### src/rtl/imm_gen_pipe_pkg.sv
// Shared immediate-extension op codes and parameter legality helpers for imm_gen_pipe.
package imm_gen_pipe_pkg;

    typedef enum logic [2:0] {
        EXT_NONE = 3'd0,
        EXT_I    = 3'd1,
        EXT_S    = 3'd2,
        EXT_B    = 3'd3,
        EXT_U    = 3'd4,
        EXT_J    = 3'd5,
        EXT_Z    = 3'd6,
        EXT_RSV  = 3'd7
    } ext_op_e;

    localparam int MIN_DEPTH = 1;
    localparam int MAX_DEPTH = 4;

    function automatic bit xlen_legal(input int xlen);
        return (xlen == 32) || (xlen == 64);
    endfunction

    function automatic bit depth_legal(input int depth);
        return (depth >= MIN_DEPTH) && (depth <= MAX_DEPTH);
    endfunction

endpackage

### src/rtl/imm_gen_pipe_stage.sv
// One register slot of the immediate pipeline: valid bit plus payload,
// loaded when the advance chain allows, otherwise holding; flush kills the entry.
module imm_pipe_stage #(
    parameter int W = 1
) (
    input  logic         clk,
    input  logic         rst_n,
    input  logic         flush,
    input  logic         load,
    input  logic         in_valid,
    input  logic [W-1:0] in_data,
    output logic         out_valid,
    output logic [W-1:0] out_data
);

    always_ff @(posedge clk or negedge rst_n) begin
        if (!rst_n) begin
            out_valid <= 1'b0;
            out_data  <= '0;
        end else if (flush) begin
            out_valid <= 1'b0;
        end else if (load) begin
            out_valid <= in_valid;
            out_data  <= in_data;
        end
    end

endmodule

### src/rtl/imm_gen_pipe.sv
// Pipelined RV immediate extender with valid/ready, flush and side-band tag.
// Optional CSR uimm (EXT_Z) support is enabled by defining IMM_GEN_CSR_ZIMM_EN.
module imm_gen_pipe
    import imm_gen_pipe_pkg::*;
#(
    parameter int XLEN  = 32,
    parameter int DEPTH = 1,
    parameter int TAG_W = 32
) (
    input  logic             clk,
    input  logic             rst_n,
    input  logic             flush,
    input  logic             in_valid,
    output logic             in_ready,
    input  logic [2:0]       in_op,
    input  logic [31:0]      in_inst,
    input  logic [TAG_W-1:0] in_tag,
    output logic             out_valid,
    input  logic             out_ready,
    output logic [XLEN-1:0]  out_imm,
    output logic [TAG_W-1:0] out_tag,
    output logic             out_err
);

    localparam int PW = XLEN + TAG_W + 1;

    generate
        if (!xlen_legal(XLEN)) begin : g_bad_xlen
            $error("imm_gen_pipe: XLEN must be 32 or 64");
        end
        if (!depth_legal(DEPTH)) begin : g_bad_depth
            $error("imm_gen_pipe: DEPTH must be 1..4");
        end
    endgenerate

    logic [XLEN-1:0] ext_imm;
    logic            ext_err;
    logic            unused_opcode;

    assign unused_opcode = ^in_inst[6:0];

    // Extension happens before stage 0 so each stage only carries the finished immediate.
    always_comb begin
        ext_imm = '0;
        ext_err = 1'b0;
        case (ext_op_e'(in_op))
            EXT_NONE: ext_imm = '0;
            EXT_I:    ext_imm = XLEN'($signed(in_inst[31:20]));
            EXT_S:    ext_imm = XLEN'($signed({in_inst[31:25], in_inst[11:7]}));
            EXT_B:    ext_imm = XLEN'($signed({in_inst[31], in_inst[7], in_inst[30:25],
                                               in_inst[11:8], 1'b0}));
            EXT_U:    ext_imm = XLEN'($signed({in_inst[31:12], 12'b0}));
            EXT_J:    ext_imm = XLEN'($signed({in_inst[31], in_inst[19:12], in_inst[20],
                                               in_inst[30:21], 1'b0}));
`ifdef IMM_GEN_CSR_ZIMM_EN
            EXT_Z:    ext_imm = XLEN'(in_inst[19:15]);
`endif
            default: begin
                ext_imm = '0;
                ext_err = 1'b1;
            end
        endcase
    end

    logic [DEPTH-1:0] stage_valid;
    logic [PW-1:0]    stage_data [DEPTH];
    logic [DEPTH-1:0] stage_load;

    // A stage may load when it is empty or everything downstream of it can move.
    always_comb begin
        logic nxt;
        stage_load = '0;
        nxt        = out_ready;
        for (int k = DEPTH - 1; k >= 0; k--) begin
            nxt           = !stage_valid[k] || nxt;
            stage_load[k] = nxt;
        end
    end

    assign in_ready = stage_load[0];

    genvar k;
    generate
        for (k = 0; k < DEPTH; k++) begin : g_stage
            logic          src_valid;
            logic [PW-1:0] src_data;

            if (k == 0) begin : g_head
                assign src_valid = in_valid;
                assign src_data  = {ext_err, in_tag, ext_imm};
            end else begin : g_body
                assign src_valid = stage_valid[k-1];
                assign src_data  = stage_data[k-1];
            end

            imm_pipe_stage #(
                .W(PW)
            ) u_stage (
                .clk      (clk),
                .rst_n    (rst_n),
                .flush    (flush),
                .load     (stage_load[k]),
                .in_valid (src_valid),
                .in_data  (src_data),
                .out_valid(stage_valid[k]),
                .out_data (stage_data[k])
            );
        end
    endgenerate

    assign out_valid = stage_valid[DEPTH-1];
    assign out_imm   = out_valid ? stage_data[DEPTH-1][XLEN-1:0]          : '0;
    assign out_tag   = out_valid ? stage_data[DEPTH-1][XLEN+TAG_W-1:XLEN] : '0;
    assign out_err   = out_valid ? stage_data[DEPTH-1][PW-1]              : 1'b0;

endmodule
### config.mk
export PLATFORM = sky130hd
export DESIGN_NAME = imm_gen_pipe
export DESIGN_NICKNAME = d
export VERILOG_FILES = /design/src/rtl/imm_gen_pipe_pkg.sv /design/src/rtl/imm_gen_pipe_stage.sv /design/src/rtl/imm_gen_pipe.sv
export SDC_FILE = /design/constraint.sdc
export NUM_CORES = 1
export LEC_CHECK = 0
export CORE_MARGIN = 1
export CORE_UTILIZATION = 43
export CTS_CLUSTER_DIAMETER = 200
export DETAILED_ROUTE_END_ITERATION = 6
export GPL_TIMING_DRIVEN = 0
export MAX_ROUTING_LAYER = met4
export PLACE_DENSITY = 0.87
export REMOVE_ABC_BUFFERS = 1
export SYNTH_ARGS = -nofsm -noshare
export SYNTH_HDL_FRONTEND = slang
export SYNTH_SLANG_ARGS = --single-unit
### constraint.sdc
create_clock -name clk -period 1.49 [get_ports clk]
set_input_delay 0.298 -clock clk [delete_from_list [all_inputs] [get_ports clk]]
set_output_delay 0.298 -clock clk [all_outputs]
set_load 0.005 [all_outputs]
**Word level (Yosys, flattened, before mapping)**

Index checks and enable logic that the tools add are counted.

- Input port bits: 72
- Memory bits (read-only): 0
- Register bits after elaboration: 66
- Memory bits (writable): 0
- Output and inout bits: 67
- Bits in latches: 0
- Memories kept: 0
- Logic and storage cells: 21

- Multipliers: 0
- Reductions and logical operators: 6
- $add $sub $neg: 0
- Muxes and demuxes: 7
- Equality and inequality tests: 5
- Bitwise operators: 1
- Shifts and indexed selects: 0
- Div/mod/pow operators: 0
- $lt $le $gt $ge: 0

Operator list:

| operator | number |
|---|---|
| case mux 32 bit (5 select lines) | 1 |
| two-way mux 32 bit | 2 |
| equality test 3 x 2 -> 1 bit (second input constant) | 2 |
| equality test 3 bit (second input constant) | 2 |
| OR reduction 6 bit | 1 |
| two-way mux 1 bit | 4 |
| equality test 3 x 1 -> 1 bit (second input constant) | 1 |
| logical NOT 3 bit | 1 |
| AND reduction 2 bit | 1 |
| nonzero test 2 bit | 1 |
| logical NOT 1 bit | 1 |
| logical OR 1 bit | 1 |
| inverter 1 bit | 1 |

**Depth between registers and ports, before layout**

- Depth after elaboration: 4
- Depth in mapped cells: 7
- Depth with buffers taken out: 5

**By module**

Synthesis repeated with hierarchy kept, for this count alone.

- Cells, all modules: 286
- Area total of the unflattened synthesis: 3,628.5 um2

By module, submodules not included:

| module | seq. area each (um2) | area an instance (um2) | cells each | instances |
|---|---|---|---|---|
| imm_pipe_stage | 1,651.6 | 2,726.4 | 141 | 1 |
| imm_gen_pipe | 0.0 | 902.1 | 145 | 1 |

**Worst setup path after synthesis**

No wires, ideal clock.

- Path kind: input-to-reg
- Start point: input port in_op[1]
- End point: register g_stage[0].u_stage.out_data[10]
- Data required time: 1.414 ns
- Buffers on the path: 0
- Setup time: 0.076 ns
- Cell stages on the path: 5
- Setup slack: 0.176 ns
- Arrival time: 1.237 ns
- Path through: ha_1 -> inv_1 -> nor3b_2 -> nor2_2 -> o21ai_1

- Cells in the longest elaborated chain, start to end: 2
- Elaborated cells between the ends (all ways): 6
- Those cells by class: eq/ne: 5; mux: 1

Ends and longest elaborated chain:

| item | RTL line | text |
|---|---|---|
| from (decl) | imm_gen_pipe.sv:15 | `input logic [2:0] in_op,` |
| equality test 3 bit (tied with other cells) | imm_gen_pipe.sv:46 | `case (ext_op_e'(in_op))` |
| case mux 32 bit (5 select lines) * | imm_gen_pipe.sv:46 |  |
| to (signal assigned) | imm_gen_pipe_stage.sv:24 | `out_data <= in_data;` |
| to (decl) | imm_gen_pipe_stage.sv:13 | `output logic [W-1:0] out_data` |

Mark *: on every way between the ends. The rest lies on a longest branch, timed or not.
A chain may end at the register's enable or synchronous reset.

**Worst setup path after layout**

- Start point: register g_stage[0].u_stage.out_valid
- End point: output port out_imm[0]

- Cells in the longest elaborated chain, start to end: 1

Ends and longest elaborated chain:

| item | RTL line | text |
|---|---|---|
| from (decl) | imm_gen_pipe_stage.sv:12 | `output logic out_valid,` |
| from (signal assigned) | imm_gen_pipe_stage.sv:23 | `out_valid <= in_valid;` |
| two-way mux 32 bit | imm_gen_pipe.sv:112 | `assign out_imm = out_valid ? stage_data[DEPTH-1][XLEN-1:0] : '0;` |
| to (decl) | imm_gen_pipe.sv:20 | `output logic [XLEN-1:0] out_imm,` |

Every way passes these cells.

==> impl_metrics.json <==
{
  "status": "finished, violations left",
  "violations": "negative setup slack",
  "drt_drc_violations_left": 0,
  "power_frac_seq_pct": 43.4,
  "synth_most_common_cell": "nand2_1",
  "postRouteAntennaNets": 0,
  "antenna_found_initial": 0,
  "powerDensity_nw_per_um2": 875,
  "cp_data_arrival_time_ps": 1650,
  "avgSynthCellArea_um2": 8.51,
  "switching_share_pct": 29.7,
  "tritoncts": "yes",
  "fin_skew_ps": 11.5,
  "final_area_um2": 5500,
  "slew_headroom_pct": 43.0,
  "die_h_um": 88.7,
  "die_area_um2": 7870,
  "setup_viol": 104,
  "root_buffer": "clkbuf_8",
  "grt_remaining_overflow": 0,
  "async_reset_ff_share_pct": 100,
  "clockBufferDepth": 2,
  "wirelength_mm": 12.1,
  "cap_violations": 0,
  "finish.utilization_pct": 75.9,
  "finalHoldViolCount": 0,
  "grtUsageMet1_pct": 29.7,
  "ys_seq_elements": 66,
  "cts.reportedPaths.clkPinSlew_ps": 80,
  "fmax_mhz": 514,
  "hp-class": "in2async",
  "drive_gt1_share_pct": 32.6,
  "grt_pass1_wl_mm": 14.4,
  "worst_pin_slew_ps": 855,
  "power_frac_comb_pct": 25.1,
  "dpl.hpwl_mm": 5.65,
  "synth_warnings": 0,
  "critPathLaunchType": "flip-flop",
  "p_leak_uw": 0.00278,
  "clkPwrFrac_pct": 31.5,
  "cp.required_ps": 1190,
  "cp_max_fo": 17,
  "synth-edff-count": 0,
  "post_dp_cell_area_um2": 4530,
  "hold_slack_ps": 43.0,
  "path_class": "reg2out",
  "synth_cell_types": 28,
  "rsz0062_at_grt": "yes",
  "period_needed_ps": 1940,
  "internal_power_uw": 3380,
  "place.gp.congestion": 0.748,
  "grt_pass1_vias": 2956,
  "synth-seq-area-share_pct": 51.1,
  "finalMaxSlewViolations": 0,
  "synthTopCellsByCount": "133 x nand2_1, 66 x dfrtp_1, 65 x and2_1",
  "fp-row-count": 31,
  "area_delta_synth_final_pct": 70.1,
  "clk_latency_ps": 340,
  "drtPass1Iterations": 5,
  "synth_cells": 380,
  "wl_per_cell_um": 18.7,
  "fin_crit_sh_pct": 130,
  "viasPerCell": 5.27,
  "initial_utilization_pct": 44.6,
  "ir_worst_vdd_mv": 0.552,
  "mappedNetlistArea_um2": 3230,
  "nNetsFinal": 617,
  "end_kind": "primary output",
  "fp.coreArea_um2": 7250,
  "yosys.area.top_type_share_pct": 51.1,
  "drtIter0Drc": 164,
  "yosys_most_used_dff": "dfrtp_1",
  "clock-sinks": 66,
  "htreeDepth": 3,
  "setup_slack_ps": -454,
  "port_buffers": 131,
  "use_met2_pct": 44.1,
  "cts_buffers": 9,
  "synth_area_leaders": "dfrtp_1 51%, nand2_1 15%, and2_1 13%",
  "grtUsageTotal_pct": 25.3,
  "grt_util_met3_pct": 3.45,
  "io_pins": 139,
  "die_x_um": 88.7,
  "vias": 3416,
  "p_sw_uw": 1430,
  "antenna_cells": 0,
  "grt_most_used_layer": "met2",
  "grt_start_max_net_pins": 76,
  "synth_top_area_cell": "dfrtp_1"
}
## cells in the final DEF (no fill, tap or decap), types with 2 or more instances in the layout
cell type          n
o21ai_4            2
and2_4            17
and2_1            48
clkinv_4           2
clkdlybuf4s50_1   60
clkbuf_2          28
clkinv_2           2
nand2_4           13
a221oi_1           2
clkbuf_16          4
buf_6             29
dlymetal6s2s_1     8
nor2_4             4
nand2_2           10
o21ai_1           14
o31ai_1            7
a21oi_1           21
nand2_1          110
nor2_1            10
clkdlybuf4s15_1   16
clkbuf_8           9
nand2b_4           6
buf_4             13
a221oi_2           2
o21ai_2            6
nor2_2             6
buf_8              3
buf_12             5
dfrtp_1           65
buf_2              4
o31ai_2            2
nor3b_2            2
## worst max-delay path: stages (launching register included)
cell,delay [ps]
dfrtp_4,540
buf_12,180
and2_1,140
clkdlybuf4s50_1,440
## state kept, by name (all words and copies together), names as in the netlist
| name | cells |
|---|---|
| g_stage.u_stage.out_valid | 1 |
| g_stage.u_stage.out_data | 65 |
## worst paths after layout
check                                                        to  cells past startpoint                            start  slack (ps)
min in group clk                 g_stage[0].u_stage.out_data[0]                      2                         in_op[2]         440
worst min-delay path            g_stage[0].u_stage.out_data[18]                      1                            rst_n          40
worst max-delay path                                 out_imm[0]                      3     g_stage[0].u_stage.out_valid        -450
max in group asynchronous          g_stage[0].u_stage.out_valid                      1                            rst_n         810
worst min register to register  g_stage[0].u_stage.out_data[36]                      2  g_stage[0].u_stage.out_data[36]         470
worst max register to register  g_stage[0].u_stage.out_data[23]                      7     g_stage[0].u_stage.out_valid        -130
## power groups by stage
stage | combinational [µW] | clock [µW] | sequential, µW
2_1_floorplan | 361 | 0 | 2090
3_3_place_gp | 818 | 0 | 2110
3_5_place_dp | 843 | 0 | 2130
4_1_cts | 925 | 1510 | 2070
5_1_grt | 1310 | 1600 | 2110
6_report | 1210 | 1510 | 2090
## stage by stage
stage	total power [µW]	setup TNS, ps	worst slack, ps	cells
floorplan	2450	-49210	-895	354
global placement	2930	-305170	-2000	584
detailed placement	2970	-112230	-1420	584
CTS	4510	-34490	-457	614
global route	5020	-21890	-498	648
finish	4810	-17540	-454	648
## cells by family after synthesis
group           share of synthesized area, %
simple gates                            32.9
xor+xnor                               0.271
compound gates                          10.6
fa+ha+maj                              0.387
mux                                    0.309
buf+inv                                 4.45
flops                                   51.1
## area by class of cell
class                   count  area [µm²]
clock buffers              10         128
clock inverters             6        66.3
fillers                   476        1750
inverters                   2        15.0
multi-input cells         295        1820
flip-flops and latches     66        1660
well taps                  99         124
repair buffers            170        1690
## layer usage
metal | routed length [µm] | vias to the layer above | part of all wire [%]
li1 | - | 1550 | -
met3 | 700 | 17 | 5.8
met5 | 0 | - | 0
met1 | 4830 | 1692 | 40
met2 | 6320 | 157 | 52
met4 | 262 | 0 | 2.2
## repair_timing
| item | 4_1_cts | 5_1_grt |
|---|---|---|
| resized for setup | 118 | 186 |
| hold endpoints to repair | 0 | 0 |
| endpoints found under the setup margin | 133 | 132 |
| pin swaps | 1 | 44 |
| hold buffers | 0 | 0 |
| setup buffers | 12 | 26 |
| cloned | 2 | 11 |
Note: power is estimated with default switching activity, not from simulation.
